## config.mk

```make
export PLATFORM = sky130hd
export DESIGN_NAME = o2_router
export DESIGN_NICKNAME = d
export VERILOG_FILES = /design/src/rtl/o2_router.sv
export SDC_FILE = /design/constraint.sdc
export NUM_CORES = 1
export LEC_CHECK = 0
export CAP_MARGIN = 25
export CORE_MARGIN = 3
export CORE_UTILIZATION = 30
export DETAILED_ROUTE_END_ITERATION = 7
export DONT_BUFFER_PORTS = 1
export SYNTH_ARGS = -nofsm -noshare
export SYNTH_HDL_FRONTEND = slang
export SYNTH_SLANG_ARGS = --single-unit
export TNS_END_PERCENT = 50
```

## constraint.sdc

```tcl
create_clock -name clk -period 6.02 [get_ports clk]
set_input_delay 1.204 -clock clk [delete_from_list [all_inputs] [get_ports clk]]
set_output_delay 1.204 -clock clk [all_outputs]
set_load 0.1 [all_outputs]
```

## src/rtl/o2_router.sv

```systemverilog
// o2_router: one-input, two-output packet splitter. Whole packets are steered by
// a destination bit in the head flit into per-port show-ahead FIFOs.

module o2_router_fifo #(
  parameter int DEPTH = 4
) (
  input  logic        clk,
  input  logic        rst,
  input  logic        i_push,
  input  logic [15:0] i_data,
  input  logic        i_pop,
  output logic [15:0] o_data,
  output logic        o_full,
  output logic        o_empty
);
  localparam int AW = $clog2(DEPTH);

  logic [15:0] r_mem [DEPTH];
  logic [AW:0] r_wr_ptr, r_rd_ptr;
  logic        w_push, w_pop;

  // Extra MSB on each pointer distinguishes full from empty when indices match.
  assign o_full  = (r_wr_ptr[AW-1:0] == r_rd_ptr[AW-1:0]) && (r_wr_ptr[AW] != r_rd_ptr[AW]);
  assign o_empty = (r_wr_ptr == r_rd_ptr);
  assign o_data  = r_mem[r_rd_ptr[AW-1:0]];
  assign w_push  = i_push & ~o_full;
  assign w_pop   = i_pop & ~o_empty;

  always_ff @(posedge clk or posedge rst) begin
    if (rst) begin
      r_wr_ptr <= '0;
      r_rd_ptr <= '0;
      for (int i = 0; i < DEPTH; i++) r_mem[i] <= '0;
    end else begin
      if (w_push) begin
        r_mem[r_wr_ptr[AW-1:0]] <= i_data;
        r_wr_ptr <= r_wr_ptr + 1'b1;
      end
      if (w_pop) r_rd_ptr <= r_rd_ptr + 1'b1;
    end
  end
endmodule

module o2_router #(
  parameter int DEPTH    = 4,
  parameter int DEST_BIT = 12
) (
  input  logic        clk,
  input  logic        rst,
  input  logic [15:0] input_data,
  input  logic        input_req,
  output logic        input_bussy,
  output logic [15:0] output_data1,
  output logic        output_req1,
  input  logic        output_bussy1,
  output logic [15:0] output_data2,
  output logic        output_req2,
  input  logic        output_bussy2,
  output logic        route_err
);
  typedef enum logic {S_IDLE, S_PKT} state_t;

  state_t r_state, w_state_nxt;
  logic   r_route_sel;
  logic   r_route_err;

  logic [1:0][15:0] w_fifo_data;
  logic [1:0]       w_full, w_empty, w_push, w_pop, w_out_bussy;
  logic [2:0]       w_type;
  logic             w_is_head, w_is_tail, w_target, w_xfer, w_err_set;

  assign w_type      = input_data[15:13];
  assign w_is_head   = (w_type == 3'b000) || (w_type == 3'b001);
  assign w_is_tail   = (w_type == 3'b111);
  assign w_out_bussy = {output_bussy2, output_bussy1};

  always_comb begin
    w_state_nxt = r_state;
    w_push      = '0;
    w_err_set   = 1'b0;
    w_target    = r_route_sel;
    input_bussy = 1'b0;
    w_xfer      = 1'b0;
    if (r_state == S_IDLE) begin
      w_target = input_data[DEST_BIT];
      // Stray non-head flits are swallowed so a broken stream cannot wedge the link.
      if (input_req && w_is_head) begin
        input_bussy = w_full[w_target];
        w_xfer      = ~w_full[w_target];
        w_push[w_target] = w_xfer;
        if (w_xfer) w_state_nxt = S_PKT;
      end else if (input_req) begin
        w_err_set = 1'b1;
      end
    end else begin
      input_bussy = input_req & w_full[r_route_sel];
      w_xfer      = input_req & ~w_full[r_route_sel];
      w_push[r_route_sel] = w_xfer;
      if (w_xfer && w_is_tail) w_state_nxt = S_IDLE;
    end
  end

  always_ff @(posedge clk or posedge rst) begin
    if (rst) begin
      r_state     <= S_IDLE;
      r_route_sel <= 1'b0;
      r_route_err <= 1'b0;
    end else begin
      r_state <= w_state_nxt;
      if (r_state == S_IDLE && w_xfer) r_route_sel <= w_target;
      if (w_err_set) r_route_err <= 1'b1;
    end
  end

  for (genvar k = 0; k < 2; k++) begin : g_port
    assign w_pop[k] = ~w_empty[k] & ~w_out_bussy[k];
    o2_router_fifo #(.DEPTH(DEPTH)) u_fifo (
      .clk    (clk),
      .rst    (rst),
      .i_push (w_push[k]),
      .i_data (input_data),
      .i_pop  (w_pop[k]),
      .o_data (w_fifo_data[k]),
      .o_full (w_full[k]),
      .o_empty(w_empty[k])
    );
  end

  assign output_data1 = w_fifo_data[0];
  assign output_data2 = w_fifo_data[1];
  assign output_req1  = ~w_empty[0];
  assign output_req2  = ~w_empty[1];
  assign route_err    = r_route_err;
endmodule
```

==> results of run 1 <==
[routing by layer]
layer,global-route usage,wire (µm),vias up
met2,0.189,6760,68
li1,-,-,1497
met5,0,0,-
met4,0.0338,140,0
met3,0.0484,1020,14
met1,0.160,6280,1851
[cells in the final DEF, fill, tap and decap left out, drive strengths merged]
cell type and count:
or3 2, or2b 1, nor2 5, nor3b 10, o2bb2ai 1, a31o 1, mux2 132, xor2 10
nor2b 1, dfrtp 143, ha 10, a21oi 1, mux4 32, clkbuf 20, o21ai 3, nor4 1
nand2 3, o31a 2, clkinv 2, and2 1, clkinvlp 4, a221oi 1, buf 11, bufinv 4
mux2i 1, or2 1, nor4b 1, nand4 1, nor3 3, inv 10, xnor2 6
[kinds of logic (layout without fill, tap and decap cells)]
kind of cell / after synthesis / count (layout) / synth area share
xor gates and xnor gates: 16 / 16 / 0.0238
buffers and inverters: 27 / 51 / 0.0284
adders and majority gates: 10 / 10 / 0.0183
DFF: 143 / 143 / 0.524
and+or+nand+nor: 30 / 30 / 0.0429
AOI/OAI and AO/OA: 9 / 9 / 0.0104
muxes: 165 / 165 / 0.352
[area by class of cell]
type | count | area, µm²
clock buffers | 20 | 437
clock inverters | 12 | 185
fillers | 2053 | 14300
inverters | 8 | 35.0
multi-input cells | 230 | 3060
flip-flops and latches | 143 | 3580
well taps | 280 | 350
repair buffers | 11 | 118
[how the worst max path moves through the flow]
stage	from	endpoint	cells after the start
floorplan	input_data[14]	input_bussy	3
global placement	input_data[14]	input_bussy	3
detailed placement	input_data[14]	input_bussy	3
CTS	g_port[1].u_fifo.r_rd_ptr[1]	input_bussy	3
global route	g_port[1].u_fifo.r_rd_ptr[1]	input_bussy	3
finish	g_port[1].u_fifo.r_rd_ptr[1]	input_bussy	3
[stage by stage]
stage	instances	worst slack (ps)	hold WS, ps
2_1_floorplan	400	877	472
3_3_place_gp	669	2060	484
3_5_place_dp	670	2100	492
4_1_cts	702	1800	506
5_1_grt	704	1750	514
6_report	704	1880	501
[sequential cells by signal (all words and copies together) (netlist names)]
signal,count
g_port.u_fifo.r_rd_ptr,6
r_route_sel,1
r_state,1
g_port.u_fifo.r_mem,128
route_err,1
g_port.u_fifo.r_wr_ptr,6
==> flow_summary.yaml, run 1 <==
synth:
  synth.top_cell.area_share: 0.524
  yosysTopAreaCell: "dfrtp_1"
  synth_cells: 400
  synth_common_cells: "dfrtp_1 (143), mux2_2 (84), mux2_4 (48), mux4_2 (31), ha_1 (10)"
  synthArstFlopShare: 1.00
  synth_cell_type_count: 39
  ys_seq_area_frac: 0.524
  syn_area_um2: 6830
  synth_edf_count: 0
  ys.warnings.count: 0
  synth_most_common_cell: "dfrtp_1"
  synth.avg_cell_area_um2: 17.1
  synth-seq-cells: 143
  synth_area_leaders: "dfrtp_1 (52%), mux2_2 (14%), mux2_4 (11%), mux4_2 (10%), nor3b_4 (2.2%)"
  ys.flop_type: "dfrtp_1"
  syn_nets: 431
layout:
  drive_gt1_frac: 0.521
  insertedDiodeCount: 0
  final_area_um2: 7760
  final_util: 0.351
  areaGrowthSynthToFinish_pct: 13.7
  final_net_count: 442
outcome:
  status: "finished, final reports clean"
sta:
  max_freq_mhz: 242
  hold_violations: 0
  skew_ps: 10.5
  tightest_slew_ps: 1100
  min_period_ps: 4140
  fin_crit_sh: 0.687
  relSlewSlack: 0.269
  setup_viol: 0
  final_max_slew_viol_count: 0
  grt_setup_unrepaired: "no"
  setup-tns-final_ps: 0
floorplanning:
  dieArea_um2: 24600
  core_area_um2: 22100
  die_y_um: 157
  placementRows: 54
  die_x_um: 157
  initial_core_util: 0.309
  ioPinCount: 57
detailed_routing:
  ant_nets: 0
  avgRoutedWirePerCell_um: 20.2
  drc: 0
  routed_wl_um: 14200
  via_per_inst: 4.87
  firstDrtPassIters: 4
  drt_iter0_markers: 181
  dr_total_vias: 3430
clock_tree:
  cts_inserted_buffers: 17
  worstSkewPairLatency_ps: 410
  clock_sinks: 143
  cts_hold_buf: 0
  post_cts_buffers: 0
  clk_path_buf_depth: 2
  clk_pin_slew_worst_paths_ps: 60
  root_buffer: "clkbuf_16"
  cts_tree: "done"
  htree_levels: 4
  cts.repair.resized: 0
placed_design:
  dp_hpwl_um: 9680
  place_congestion: 0.701
  postPlaceCellArea_um2: 7110
  port_buffers: 0
setup_path:
  crit_path_cell_trace: "xor2_2 > or3_1 > o21ai_2"
  cp_data_required_time_ps: 4820
  max_stage_delay_ps: 960
  cp_slowest_cell: "dfrtp_1"
  cpLargestDelayFamily: "flip-flops"
  crit_arrival_ps: 2930
  ff2ff_path_depth: 4
  critPathBufInv: 0
  r2r-start: "g_port[1].u_fifo.r_rd_ptr[1]"
  crit_fanout: 19
  r2r_end: "g_port[1].u_fifo.r_mem[19]"
  cp-start-kind: "flip-flop"
  path_class: "reg -> out"
  crit_path_end_kind: "output port"
  rrSetupSlack_ps: 3180
grt:
  track_usage: 0.122
  grt-ovfl-total: 0
  antenna_found_initial: 0
  grt_pass1_wl_um: 22900
  grt_pass1_vias: 3808
  grt_max_degree: 75
worst_hold_path:
  hold_class: "reg -> reg"
  hold_path.startpoint: "g_port[0].u_fifo.r_mem[61]"
  hold_depth: 1
  holdPathEnd: "g_port[0].u_fifo.r_mem[61]"
flow_run:
  drv_cap: 0
Power of run 1 is not shown: default switching activity piles up to over one toggle a cycle in this logic, so the estimate is an artifact.
==> run 2: changes to the inputs <==
- clock period: 6.02 -> 3.35 ns (I/O delays scaled with it)
==> run 2 against run 1 <==
Design area increased by 1.5%. Cell count increased by 0.85%. Core utilization increased by 0.52 points. Clock-buffer cell count decreased by 1. Die area unchanged. Critical path depth increased by 2. Hold slack got worse by 300 ps. Global-route usage increased by 0.23 points. First-iteration DRC count increased by 8.3%. Via count about the same. Clock skew decreased by 4.5 ps. Highest routed layer unchanged.
==> flow_summary.yaml, run 2 (same netlist as run 1, synthesis figures left out) <==
sta:
  skew_ps: 6.04
  setup_viol: 0
  max_freq_mhz: 348
  fin_crit_sh: 0.857
  relSlewSlack: 0.384
  setup_slack_ps: 480
  hold_violations: 0
  final_max_slew_viol_count: 0
  grt_setup_unrepaired: "no"
  tightest_slew_ps: 925
  min_period_ps: 2870
detailed_routing:
  firstDrtPassIters: 4
  drt_iter0_markers: 196
  dr_total_vias: 3433
  ant_nets: 0
  routed_wl_um: 14100
  drc: 0
  via_per_inst: 4.84
  avgRoutedWirePerCell_um: 19.9
grt:
  track_usage: 0.125
  grt_max_degree: 82
  grt-ovfl-total: 0
  grt_pass1_wl_um: 23300
  antenna_found_initial: 0
  grt_pass1_vias: 3911
layout:
  layout_common_cells: "dfrtp_1 (143), mux2_2 (84), mux2_4 (48)"
  largest_reg_flops: 128
  nFillCells: 2040
  final_net_count: 451
  layout_top_registers: "g_port.u_fifo.r_mem (128), g_port.u_fifo.r_rd_ptr (6), g_port.u_fifo.r_wr_ptr (6)"
  final_common_cell: "dfrtp_1"
  drive_gt1_frac: 0.533
  multi_input_area_um2: 3060
  insertedDiodeCount: 0
  regArea_um2: 3580
  regMostFlops: "g_port.u_fifo.r_mem"
  areaGrowthSynthToFinish_pct: 15.4
outcome:
  status: "finished, final reports clean"
setup_path:
  ff2ff_path_depth: 5
  path_class: "reg -> out"
  r2r_end: "g_port[0].u_fifo.r_mem[35]"
  cp-startpoint: "g_port[0].u_fifo.r_rd_ptr[2]"
  crit_path_end_kind: "output port"
  crit_arrival_ps: 2200
  cp_data_required_time_ps: 2680
  cp-start-kind: "flip-flop"
  r2r-start: "g_port[0].u_fifo.r_rd_ptr[2]"
  critPathCapture: "input_bussy"
  rrSetupSlack_ps: 1110
  crit_fanout: 8
floorplanning:
  initial_core_util: 0.309
  placementRows: 54
  die_y_um: 157
  core_area_um2: 22100
  die_x_um: 157
  ioPinCount: 57
  dieArea_um2: 24600
clock_tree:
  cts_inserted_buffers: 17
  cts_hold_buf: 0
  clk_path_buf_depth: 2
  clk_pin_slew_worst_paths_ps: 60
  htree_levels: 4
  cts.repair.resized: 0
  worstSkewPairLatency_ps: 410
  clock_sinks: 143
  cts_tree: "done"
  root_buffer: "clkbuf_16"
  post_cts_buffers: 0
placed_design:
  place_congestion: 0.725
  port_buffers: 0
  dp_hpwl_um: 9620
  place_ws_ps: 842
flow_run:
  drv_cap: 0
worst_hold_path:
  hold_class: "in -> async"
[run 2: changes by cell type in the layout (fill, tap and decap cells not counted), sizes merged]
cell	previous run	this run
clkbuf	20	19
bufinv	4	6
buf	11	20
clkinvlp	4	3
inv	10	7
[run 2: stage by stage]
| stage | cell area (µm²) | TNS (ps) | hold slack [ps] | std cells | util |
|---|---|---|---|---|---|
| CTS | 7880 | 0 | 202 | 710 | 0.356 |
| global route | 7880 | 0 | 225 | 710 | 0.356 |
| global placement | 7220 | 0 | 481 | 681 | 0.327 |
| detailed placement | 7220 | 0 | 489 | 681 | 0.327 |
| floorplan | 6830 | -725 | 472 | 400 | - |
| finish | 7880 | 0 | 202 | 710 | 0.356 |
[run 2: metal layers]
metal,up-vias,routed length [µm],track usage
li1,1504,-,-
met1,1852,6100,0.159
met2,69,7080,0.201
met3,8,837,0.0459
met4,0,123,0.0338
met5,-,0,0
[run 2: worst min path at each step]
stage / endpoint / cells after the start / slack (ps)
after global routing: g_port[0].u_fifo.r_mem[52] / 1 / 230
after CTS: g_port[0].u_fifo.r_mem[4] / 1 / 200
after floorplan: g_port[0].u_fifo.r_mem[47] / 1 / 470
after detailed placement: g_port[0].u_fifo.r_mem[63] / 1 / 490
after global placement: g_port[0].u_fifo.r_mem[47] / 1 / 480
final: g_port[0].u_fifo.r_mem[4] / 1 / 200
[run 2: cell type report]
type                    instances  share of cell area
flip-flops and latches        143               0.454
multi-input cells             230               0.388
clock buffers                  19              0.0562
well taps                     280              0.0445
clock inverters                10              0.0270
repair buffers                 20              0.0254
inverters                       8             0.00429
[run 2: worst max-delay path, stage by stage, from the launching register on]
cell     delay (ps)
dfrtp_1         420
xnor2_1         230
nor3_4          540
or2b_1          300
o21ai_2         100
buf_12          200
Power of run 2 is left out for the same reason.
==> run 3: changes to the inputs <==
==> constraint.sdc (replaced) <==
create_clock -name clk -period 3.35 [get_ports clk]
set_input_delay 0.1675 -clock clk [delete_from_list [all_inputs] [get_ports clk]]
set_output_delay 0.1675 -clock clk [all_outputs]
set_load 0.1 [all_outputs]
==> run 3 against run 2 <==
Flip-flop and latch count did not move. First-iteration DRC count fell by 4.6%. Sequential share of layout area fell by 0.37 points. Via count rose by 4.0%. Routed wire length rose by 5.1%. Non-clock buffer count rose by 16.
==> flow_summary.yaml, run 3 (same netlist as run 1, synthesis figures left out) <==
layout:
  drive_gt1_frac: 0.510
  areaGrowthSynthToFinish_pct: 16.3
  final_common_cell: "dfrtp_1"
  layout_common_cells: "dfrtp_1 (143), mux2_2 (84), mux2_4 (48)"
  regMostFlops: "g_port.u_fifo.r_mem"
  final_net_count: 467
  final_util: 0.359
  largest_reg_flops: 128
  layout_top_registers: "g_port.u_fifo.r_mem (128), g_port.u_fifo.r_rd_ptr (6), g_port.u_fifo.r_wr_ptr (6)"
  insertedDiodeCount: 0
floorplanning:
  initial_core_util: 0.309
  placementRows: 54
  die_x_um: 157
  ioPinCount: 57
  die_y_um: 157
  core_area_um2: 22100
  dieArea_um2: 24600
sta:
  tightest_slew_ps: 1010
  min_period_ps: 2450
  max_freq_mhz: 408
  grt_setup_unrepaired: "no"
  setup_viol: 0
  fin_crit_sh: 0.732
  relSlewSlack: 0.328
  hold_violations: 0
  skew_ps: 10.4
  final_max_slew_viol_count: 0
detailed_routing:
  firstDrtPassIters: 4
  via_per_inst: 4.90
  dr_total_vias: 3572
  avgRoutedWirePerCell_um: 20.4
  drt_iter0_markers: 187
  drc: 0
  routed_wl_um: 14900
  ant_nets: 0
clock_tree:
  root_buffer: "clkbuf_16"
  clk_pin_slew_worst_paths_ps: 60
  clock_sinks: 143
  cts_tree: "done"
  cts_inserted_buffers: 17
  htree_levels: 4
  clk_path_buf_depth: 2
  post_cts_buffers: 0
  worstSkewPairLatency_ps: 410
setup_path:
  crit_fanout: 8
  crit_arrival_ps: 2280
  path_class: "reg -> out"
  cp_data_required_time_ps: 3180
  cp-start-kind: "flip-flop"
  r2r-start: "r_state"
  ff2ff_path_depth: 5
  r2r_end: "g_port[1].u_fifo.r_mem[15]"
  rrSetupSlack_ps: 970
  crit_path_end_kind: "output port"
flow_run:
  drv_cap: 0
placed_design:
  dp_hpwl_um: 9860
  port_buffers: 0
  place_congestion: 0.752
grt:
  grt_pass1_vias: 4021
  grt_max_degree: 63
  grt_pass1_wl_um: 23900
  track_usage: 0.127
  grt-ovfl-total: 0
  antenna_found_initial: 0
worst_hold_path:
  hold_depth: 2
  holdPathEnd: "r_route_sel"
  hold_class: "in -> reg"
  hold_path.startpoint: "input_data[12]"
outcome:
  status: "finished, final reports clean"
==> run 3: metal layers <==
layer	track usage	share of wire
met1	0.176	0.47
met2	0.195	0.46
met3	0.0362	0.053
met4	0.0388	0.017
met5	0	0
==> run 3: metrics by stage <==
stage                     TNS [ps]  instance area [µm²]  hold WS, ps  setup slack, ps  instances
after floorplan              -30.7                 6830          316            -30.7        400
after global placement           0                 7170          191             1050        679
after detailed placement         0                 7170          211              979        679
after CTS                        0                 7940         19.5              882        729
after global routing             0                 7940         43.4              800        729
final                            0                 7940         31.7              898        729
==> run 3: cell type report <==
type                            instances  area [µm²]
Tap cell                              280         350
Sequential cell                       143        3580
Timing Repair Buffer                   36         328
Inverter                                8        33.8
Fill cell                            2057       14200
Clock buffer                           21         460
Multi-Input combinational cell        230        3060
Clock inverter                         11         131
==> run 3: what timing repair did <==
| item | 4_1_cts | 5_1_grt |
|---|---|---|
| hold buffers | 18 | 0 |
| resized for setup | 0 | 0 |
| hold endpoints to repair | 161 | 0 |
==> run 3: critical path, stage by stage, from the launching register on <==
cell and delay [ps]:
dfrtp_1 450, xor2_2 230, nor3_4 490, or2b_1 290
o21ai_2 80, buf_4 320
==> run 3: how the worst max path moves through the flow <==
| stage | cells past startpoint | slack, ps | from | end |
|---|---|---|---|---|
| global placement | 5 | 1050 | r_state | g_port[1].u_fifo.r_mem[15] |
| detailed placement | 5 | 980 | r_state | g_port[1].u_fifo.r_mem[15] |
| global route | 5 | 800 | g_port[0].u_fifo.r_wr_ptr[1] | input_bussy |
| finish | 5 | 900 | g_port[0].u_fifo.r_wr_ptr[1] | input_bussy |
| floorplan | 4 | -30 | g_port[1].u_fifo.r_rd_ptr[1] | input_bussy |
| CTS | 5 | 880 | g_port[0].u_fifo.r_wr_ptr[1] | input_bussy |
Power of run 3 is left out for the same reason.
